--- src/rtl/reg_bank.sv ---
// reg_bank: register array with two combinational read ports, one posedge
// write port and a sequenced one-register-per-cycle bulk clear.
// Read data is taken straight from the array so a posedge write is visible
// to the downstream negedge read latches within the same cycle.
module reg_bank #(
  parameter int DATA_W = 32,
  parameter int ADDR_W = 4,
  parameter int NREGS  = 16
) (
  input  logic              clk,
  input  logic              rst,
  input  logic              wr_en,
  input  logic [ADDR_W-1:0] wr_addr,
  input  logic [DATA_W-1:0] wr_data,
  input  logic              clr_req,
  input  logic [ADDR_W-1:0] rd_addr_a,
  input  logic [ADDR_W-1:0] rd_addr_b,
  output logic [DATA_W-1:0] rd_data_a,
  output logic [DATA_W-1:0] rd_data_b,
  output logic              busy,
  output logic              wr_ack
);

  // state | meaning
  // IDLE  | writes accepted, waiting for clr_req
  // CLEAR | zeroing regs[clr_ptr] each cycle, writes dropped
  typedef enum logic {
    IDLE  = 1'b0,
    CLEAR = 1'b1
  } state_t;

  state_t            state_q, state_d;
  logic [ADDR_W-1:0] clr_ptr_q, clr_ptr_d;
  logic              busy_q, busy_d;
  logic              wr_ack_q, wr_ack_d;
  logic              wr_commit;
  logic [DATA_W-1:0] regs_q [NREGS];

  // Next-state, sweep pointer and write-accept decode.
  always_comb begin
    state_d   = state_q;
    clr_ptr_d = clr_ptr_q;
    busy_d    = busy_q;
    wr_ack_d  = 1'b0;
    wr_commit = 1'b0;
    case (state_q)
      IDLE: begin
        // A write in the same cycle as clr_req still commits; the sweep
        // starts on the same edge.
        if (wr_en) begin
          wr_commit = 1'b1;
          wr_ack_d  = 1'b1;
        end
        if (clr_req) begin
          state_d   = CLEAR;
          clr_ptr_d = '0;
          busy_d    = 1'b1;
        end
      end
      CLEAR: begin
        clr_ptr_d = clr_ptr_q + 1'b1;
        if (clr_ptr_q == ADDR_W'(NREGS - 1)) begin
          state_d = IDLE;
          busy_d  = 1'b0;
        end
      end
      default: begin
        state_d = IDLE;
        busy_d  = 1'b0;
      end
    endcase
  end

  // Control state register.
  always_ff @(posedge clk or posedge rst) begin
    if (rst) begin
      state_q   <= IDLE;
      clr_ptr_q <= '0;
      busy_q    <= 1'b0;
      wr_ack_q  <= 1'b0;
    end else begin
      state_q   <= state_d;
      clr_ptr_q <= clr_ptr_d;
      busy_q    <= busy_d;
      wr_ack_q  <= wr_ack_d;
    end
  end

  // Storage array: host write in IDLE, sweep clear in CLEAR (never both).
  always_ff @(posedge clk or posedge rst) begin
    if (rst) begin
      for (int i = 0; i < NREGS; i++) begin
        regs_q[i] <= '0;
      end
    end else if (wr_commit) begin
      regs_q[wr_addr] <= wr_data;
    end else if (state_q == CLEAR) begin
      regs_q[clr_ptr_q] <= '0;
    end
  end

  assign rd_data_a = regs_q[rd_addr_a];
  assign rd_data_b = regs_q[rd_addr_b];
  assign busy      = busy_q;
  assign wr_ack    = wr_ack_q;

endmodule

--- config.mk ---
export PLATFORM = sky130hd
export DESIGN_NAME = reg_bank
export DESIGN_NICKNAME = d
export VERILOG_FILES = /design/src/rtl/reg_bank.sv
export SDC_FILE = /design/constraint.sdc
export NUM_CORES = 1
export LEC_CHECK = 0
export CAP_MARGIN = 20
export CELL_PAD_IN_SITES_DETAIL_PLACEMENT = 1
export CELL_PAD_IN_SITES_GLOBAL_PLACEMENT = 1
export CORE_MARGIN = 2
export CORE_UTILIZATION = 49
export DETAILED_ROUTE_END_ITERATION = 6
export PLACE_DENSITY_LB_ADDON = 0.05
export SYNTH_ARGS = -nofsm -noshare
export SYNTH_HDL_FRONTEND = slang
export SYNTH_SLANG_ARGS = --single-unit
--- constraint.sdc ---
create_clock -name clk -period 18.7 [get_ports clk]
set_clock_uncertainty 0.15 [all_clocks]
set_input_delay 1.87 -clock clk [delete_from_list [all_inputs] [get_ports clk]]
set_output_delay 1.87 -clock clk [all_outputs]
set_load 0.02 [all_outputs]
### Word-level counts from Yosys, hierarchy flattened

Cells that the tools add are included.

* flip-flop bits (word level): 519
* logic and storage cells: 64
* output and inout port bits: 66
* input port bits: 48

* $add $sub $neg: 1
* $lt $le $gt $ge: 6
* bitwise gates (word level): 7
* equality and inequality tests: 3
* mux-type cells: 23
* reduce and logical (&&, ||, !) cells: 4

Operators by type and width (number)
* 512-bit 2-to-1 mux: 2
* 512-bit AND: 1
* 512-bit bitwise mux: 1
* 512-bit inverter: 1
* 32-bit binary-select mux with 4-bit select: 2
* 32-bit demux with 4-bit select: 2
* 32-bit 2-to-1 mux: 6
* 5-bit greater-or-equal comparator, second input constant: 4
* 4-bit inverter with 5-bit output: 4
* 5-bit by 1-bit less-than comparator with 1-bit output, second input constant: 2
* 4-bit case mux with 2 select lines: 1
* 1-bit 2-to-1 mux: 6
* 4-bit by 1-bit adder with 4-bit output, second input constant: 1
* 4-bit == test, second input constant: 1
* 4-bit 2-to-1 mux: 1
* 1-bit case mux with 2 select lines: 2
* 1-bit logical AND: 2
* 2-bit by 1-bit != test with 1-bit output, second input constant: 1
* 2-bit != test, second input constant: 1
* 2-bit AND reduction: 1
* 2-bit nonzero test: 1
* 1-bit inverter: 1

### Depth between registers and ports, before layout

Gate-level depths: netlist of run 1.

* depth after elaboration: 9
* depth in mapped cells: 8

### Worst setup path before layout of run 1

Ideal clock, no wire load.

* path kind: in2out
* from: input port rd_addr_a[1]
* to: output port rd_data_a[10]
* setup slack: 13.466 ns
* stages: 5
* data arrival time: 3.214 ns
* required time: 16.680 ns
* buffers on the path: 2
* cell sequence: buf_4 buf_2 mux4_2 a22oi_1 nand2_1

* word-level cells in the longest chain between the ends: 4

Ends and longest elaborated chain
* start: declaration: RTL line 16 `input logic [ADDR_W-1:0] rd_addr_a,`
* 4-bit inverter with 5-bit output (not written as such): RTL line 102 `assign rd_data_a = regs_q[rd_addr_a];`
* 32-bit binary-select mux with 4-bit select: RTL line 102
* 32-bit 2-to-1 mux (not written as such) (2 in series): RTL line 102
* end: declaration: RTL line 18 `output logic [DATA_W-1:0] rd_data_a,`

No other way between the ends. The select of a mux whose other input is x is not followed.

### Worst setup path after layout of run 1

* from: input port rd_addr_b[0]
* to: output port rd_data_b[19]

* word-level cells in the longest chain between the ends: 4

Ends and longest elaborated chain
* start: declaration: RTL line 17 `input logic [ADDR_W-1:0] rd_addr_b,`
* 4-bit inverter with 5-bit output (not written as such): RTL line 103 `assign rd_data_b = regs_q[rd_addr_b];`
* 32-bit binary-select mux with 4-bit select: RTL line 103
* 32-bit 2-to-1 mux (not written as such) (2 in series): RTL line 103
* end: declaration: RTL line 19 `output logic [DATA_W-1:0] rd_data_b,`

No other way between the ends. The select of a mux whose other input is x is not followed.

==> results of run 1 <==
==> synthesized netlist by cell type, types with 2 or more instances <==
library cell	number	area share, %
nand3_1	1029	15
nand2b_1	4	0.073
or3b_2	4	0.10
dfrtp_1	519	38
buf_4	2	0.044
clkbuf_1	299	3.3
nor2b_1	6	0.11
and2_1	3	0.055
buf_1	20	0.22
nor2_1	20	0.22
ha_1	5	0.18
nand2_1	68	0.75
a22oi_1	128	2.8
o311ai_0	404	10
o311ai_1	108	2.8
inv_1	516	5.7
nand4bb_1	2	0.066
a21o_1	2	0.044
and4bb_2	2	0.073
buf_2	161	2.4
mux4_2	256	17
nand3b_1	8	0.18
==> per-layer routing <==
layer  share of wire, %  GRT usage, %  wire, um
met1                 37          56.6     57400
met2                 45          64.1     68600
met3                 12          11.3     17800
met4                6.6          26.1     10100
met5              0.073             0       113
==> cells by family after synthesis <==
group	Yosys count
AO/OA/AOI/OAI	646
XOR/XNOR	2
adder cells (fa/ha/maj)	5
multiplexers	256
flip-flops	519
AND/OR/NAND/NOR	1154
buffers and inverters	998
==> worst max-delay path, cell delays in order <==
cell and delay [ps]:
clkbuf_8 620, buf_4 700, buf_4 750, mux4_2 600, a22oi_1 240, nand2_1 190, clkdlybuf4s50_1 580
==> cell type report <==
class | instances | area (um^2) | share of cell area [%]
inverters | 516 | 1940 | 5.22
clock inverters | 15 | 160 | 0.430
repair buffers | 186 | 1750 | 4.69
diodes | 11 | 27.5 | 0.0740
clock buffers | 95 | 1820 | 4.90
flip-flops and latches | 519 | 13000 | 34.9
multi-input cells | 2063 | 17400 | 46.6
well taps | 931 | 1160 | 3.13
==> registers in the layout (all words and copies together), names as in the netlist <==
name       flops
clr_ptr_q      4
state_q        1
wr_ack         1
regs_q       512
busy           1
==> how the worst min path moves through the flow <==
| stage | to | slack [ps] | depth (start not counted) |
|---|---|---|---|
| 6_report | busy | 410 | 2 |
| 5_1_grt | busy | 460 | 2 |
| 4_1_cts | busy | 410 | 2 |
| 3_5_place_dp | busy | 400 | 2 |
| 3_3_place_gp | busy | 380 | 2 |
| 2_1_floorplan | regs_q[416] | 360 | 2 |
==> stage by stage <==
step / cell area (um^2) / worst slack [ps] / total power, mW
after floorplan: 34100 / 2180 / 3.18
after global placement: 35200 / 11070 / 3.76
after detailed placement: 35200 / 11050 / 3.93
after CTS: 37200 / 11030 / 5.17
after global routing: 37200 / 10790 / 5.46
final: 37200 / 11000 / 5.23
==> power by group <==
part           leakage, nW  switching [mW]  internal, mW
registers             6.96           0.511          1.54
clock network        0.972           0.539         0.693
logic                 5.59            1.13         0.818
==> metrics, run 1 <==
outcome completed; hold path start busy; Die Area 71600 um^2; R2R Setup Slk 15090 ps; Max Slew Vio Count 0; Syn-to-layout area delta 9.31%; critical path class in2out; die height 268 um; adder and majority gate portion of the synthesized area less than 1%; I/O pin total 114; CTS H-Tree Depth 2; ANT nets after route 0; CP Capture Point rd_data_b[19]; Synth Warn # 0; FF-to-FF Start state_q; area of the mapped netlist 34100 um^2; critical-path maximum fanout between 50 and 60; Cells after DPL 4214; R2R Path End regs_q[28]; DR pass1 iterations 6; Syn Inst Count 3580; most common library cell in the layout ignoring fill and taps nand3_1; share of layout cells above drive strength 1 13.9%; worst skew pair latency 660 ps; Tot GR Track Use 43.1%; CTS Buf Count 61; CP Data Required Time 16680 ps; Setup Buffers After CTS 0; final net count 3400; arrival time worst endpoint 5680 ps; core area between 60000 and 70000 um^2; largest family of logic cells by synthesized area simple AND/OR/NAND/NOR gates; Final Util between 50% and 60%; synth unique cells 36; number of buffers inserted by port buffering 113; sequential fraction of the synthesis area 38.1%; Leakage 13.5 nW; hold_ws just over 400 ps; ratio of final minimum period to clock period 41.2%; crit path launch type primary input; Main synth FF type dfrtp_1; Avg Cell Area, Syn around 9.5 um^2; pin count of the biggest net entering global routing between 200 and 250; FFs w/ async S/R, synth 100%; CTS tree yes; drt total wl 154 mm; Starting Density ~50%; gr ovfl total 0; RSZ-0062 raised after global routing false; Reg2Reg Depth 4; vias in the first global route roughly 35000; final hold violations 0; Pwr per Cell Area 141 nW/um^2; Slew headroom 17.2%; RePlAce Congestion 0.843; Residual DRC 0; worst-margin pin slew 1240 ps; CP Capture Type primary output; Post-synth EDFFs 0; post-DP HPWL 80.5 mm; Synth Area in XOR/XNOR less than 1%; Worst IR Drop VDD 0.000147 V; antenna violations before repair 18; Synth Area in Compound Gates 16.1%; Fin Setup TNS 0 ps; fmax 0.130 GHz; Post-CTS Hold Fix Bufs 0; Starting DRT DRC Count ~4300; # setup viols final 0; Rows 96; Filler cells between 7000 and 8000; CTS resizes 0; max-cap violations 0; number of clock sinks approximately 520; Worst Setup SP rd_addr_b[0]; Post-Synth Simple-Gate Area around 17%; fin cells ~4300; maximum clock path buffer count 3; minimum clock period 7700 ps; synthesized flop and latch total 519; net count after synthesis 3633; average wire per standard cell 35.5 um; worst hold path class reg2reg; Clk Tree Root Cell clkbuf_16; first-pass GRT wire length approximately 230 mm; mux cell area share after synthesis between 10% and 20%; Die Width 268 um; total number of vias 33800; commonest cells after routing, fill and taps aside nand3_1, dfrtp_1, inv_1; Vias/cell between 7 and 8; clk slew on worst S/H paths 60 ps
No activity file was read; power rests on OpenSTA's default activity.
==> run 2, diff against run 1 <==
CORE_UTILIZATION = 45   (was 49)
clock period = 6.78 ns   (was 18.7 ns; I/O delays follow)
==> metrics, run 2 (synthesis gave the netlist of run 1 again) <==
critical-path cell list clkdlybuf4s50_1 > nor2b_4 > buf_4 > a22oi_1 > nand2_1 > clkdlybuf4s50_1 (was clkbuf_8 > buf_4 > buf_4 > mux4_2 > a22oi_1 > nand2_1 > clkdlybuf4s50_1); critical-path maximum fanout 19 (was 59); fin cells 4390 (was 4336); Pwr per Cell Area 393 nW/um^2 (was 141 nW/um^2); I/O pin total 114 (unchanged); worst hold path class reg2reg (unchanged); CP peak stage delay 930 ps (was 750 ps); Cells after DPL 4265 (was 4214); outcome completed (unchanged); Starting DRT DRC Count 4489 (was 4273); ratio of final minimum period to clock period 70.3%; Rows 100 (was 96); Fin Setup TNS 0 ps (unchanged); number of buffers inserted by port buffering 113 (unchanged); CTS resizes 0 (unchanged); crit path launch type primary input (unchanged); final net count 3418 (was 3400); average wire per standard cell 36.1 um (was 35.5 um); gr ovfl total 0 (unchanged); Largest regs regs_q (512), clr_ptr_q (4) (unchanged); CTS H-Tree Depth 3 (was 2); worst skew pair latency 610 ps (was 660 ps); Die Width 279 um (was 268 um); Post-CTS Hold Fix Bufs 0 (unchanged); CP Data Required Time 5950 ps (was 16680 ps); ANT nets after route 0 (unchanged); Clk Tree Root Cell clkbuf_16 (unchanged); max-cap violations 0 (unchanged); worst-margin pin slew 1270 ps (was 1240 ps); Slowest cell on crit path nor2b_4 (was buf_4); final hold violations 0 (unchanged); Slew headroom 15.3% (was 17.2%); drt total wl 158 mm (was 154 mm); post-DP HPWL 84.3 mm (was 80.5 mm); DR pass1 iterations 6 (unchanged); Tot GR Track Use 40.7% (was 43.1%); Starting Density 45.6% (was 49.6%); number of clock sinks 519 (unchanged); placed cell area 35400 um^2 (was 35200 um^2); CTS Buf Count 66 (was 61); total number of vias 33400 (was 33800); CP dominant cell by count clkdlybuf4s50_1 (was buf_4); die height 279 um (was 268 um); minimum clock period around 4800 ps; post-route cell area 37700 um^2 (was 37200 um^2); CP Capture Type primary output (unchanged); most common library cell in the layout ignoring fill and taps nand3_1 (unchanged); Syn-to-layout area delta 10.7% (was 9.31%); first-pass GRT wire length 237 mm (was 230 mm); Die Area 77900 um^2 (was 71600 um^2); critical path class in2out (unchanged); clk slew on worst S/H paths 60 ps (about the same); Leakage 13.8 nW (was 13.5 nW); share of layout cells above drive strength 1 14.5% (was 13.9%); core area 74700 um^2 (was 68700 um^2); RePlAce Congestion 0.846 (was 0.843); commonest cells after routing, fill and taps aside nand3_1, dfrtp_1, inv_1 (unchanged); Max Slew Vio Count 0 (unchanged); most flop-heavy register regs_q (unchanged); vias in the first global route 34400 (was 35500); arrival time worst endpoint 3940 ps (was 5680 ps); max reg flops 512 (unchanged); Vias/cell 7.61 (was 7.81); pin count of the biggest net entering global routing 212 (was 229); Filler cells 8097 (was 7577); fmax 0.210 GHz; # setup viols final 0 (unchanged); Worst IR Drop VDD 0.000284 V (was 0.000147 V); antenna violations before repair 13 (was 18); RSZ-0062 raised after global routing false (unchanged); Setup Buffers After CTS 0 (unchanged); Residual DRC 0 (unchanged); CTS tree yes (unchanged); maximum clock path buffer count 3 (unchanged)
==> run 2: changes by cell type in the layout (fill, tap and decap cells not counted), sizes merged <==
cell / previous run / this run
bufinv: 2 / 4
buf: 75 / 88
clkbuf: 97 / 105
diode: 11 / 5
clkinvlp: 2 / 1
==> run 2: final cells by class <==
type                            count  area [um^2]  share of cell area, %
Multi-Input combinational cell   2063        17400                   46.0
Inverter                          516         1940                   5.15
Clock inverter                     16          188                  0.498
Timing Repair Buffer              199         1960                   5.19
Clock buffer                      103         2050                   5.45
Tap cell                          969         1210                   3.22
Sequential cell                   519        13000                   34.5
Antenna cell                        5         12.5                 0.0332
==> run 2: worst max-delay path: cells and delay by family <==
kind                   cells  cell delay (ps)
AO/OA/AOI/OAI              1              250
buffers and inverters      3             1780
AND/OR/NAND/NOR            2             1200
==> run 2: report_power, final <==
group | internal, mW | switching (mW)
clock network | 2.23 | 1.51
registers | 4.24 | 1.28
logic | 2.29 | 3.27
total | 8.76 | 6.07
==> run 2: path summary, 6_finish.rpt <==
path	start	to	slack [ps]	cells after the start
setup / recovery	rd_addr_a[3]	rd_data_a[30]	2020	6
hold / removal	busy	busy	400	2
setup reg to reg	state_q	regs_q[159]	3410	3
hold reg to reg	busy	busy	400	2
max in group asynchronous	rst	regs_q[458]	4700	3
min in group asynchronous	rst	regs_q[154]	410	2
==> run 2: routing by layer <==
layer / up-vias / wire length (um) / track usage [%]
met5: - / 66 / 0
met2: 2126 / 71900 / 62.3
met1: 17700 / 61900 / 55.2
met4: 10 / 8010 / 19.0
met3: 509 / 16400 / 8.94
li1: 13100 / - / -
==> run 2: stage by stage <==
stage | utilization [%] | setup slack [ps] | hold WS, ps | power (mW)
6_report | 50.5 | 2020 | 405 | 14.8
5_1_grt | 50.5 | 2110 | 438 | 15.5
3_5_place_dp | 47.4 | 2170 | 391 | 10.9
4_1_cts | 50.4 | 2150 | 404 | 14.7
3_3_place_gp | 47.4 | 2210 | 382 | 10.5
2_1_floorplan | - | -1100 | 362 | 8.77
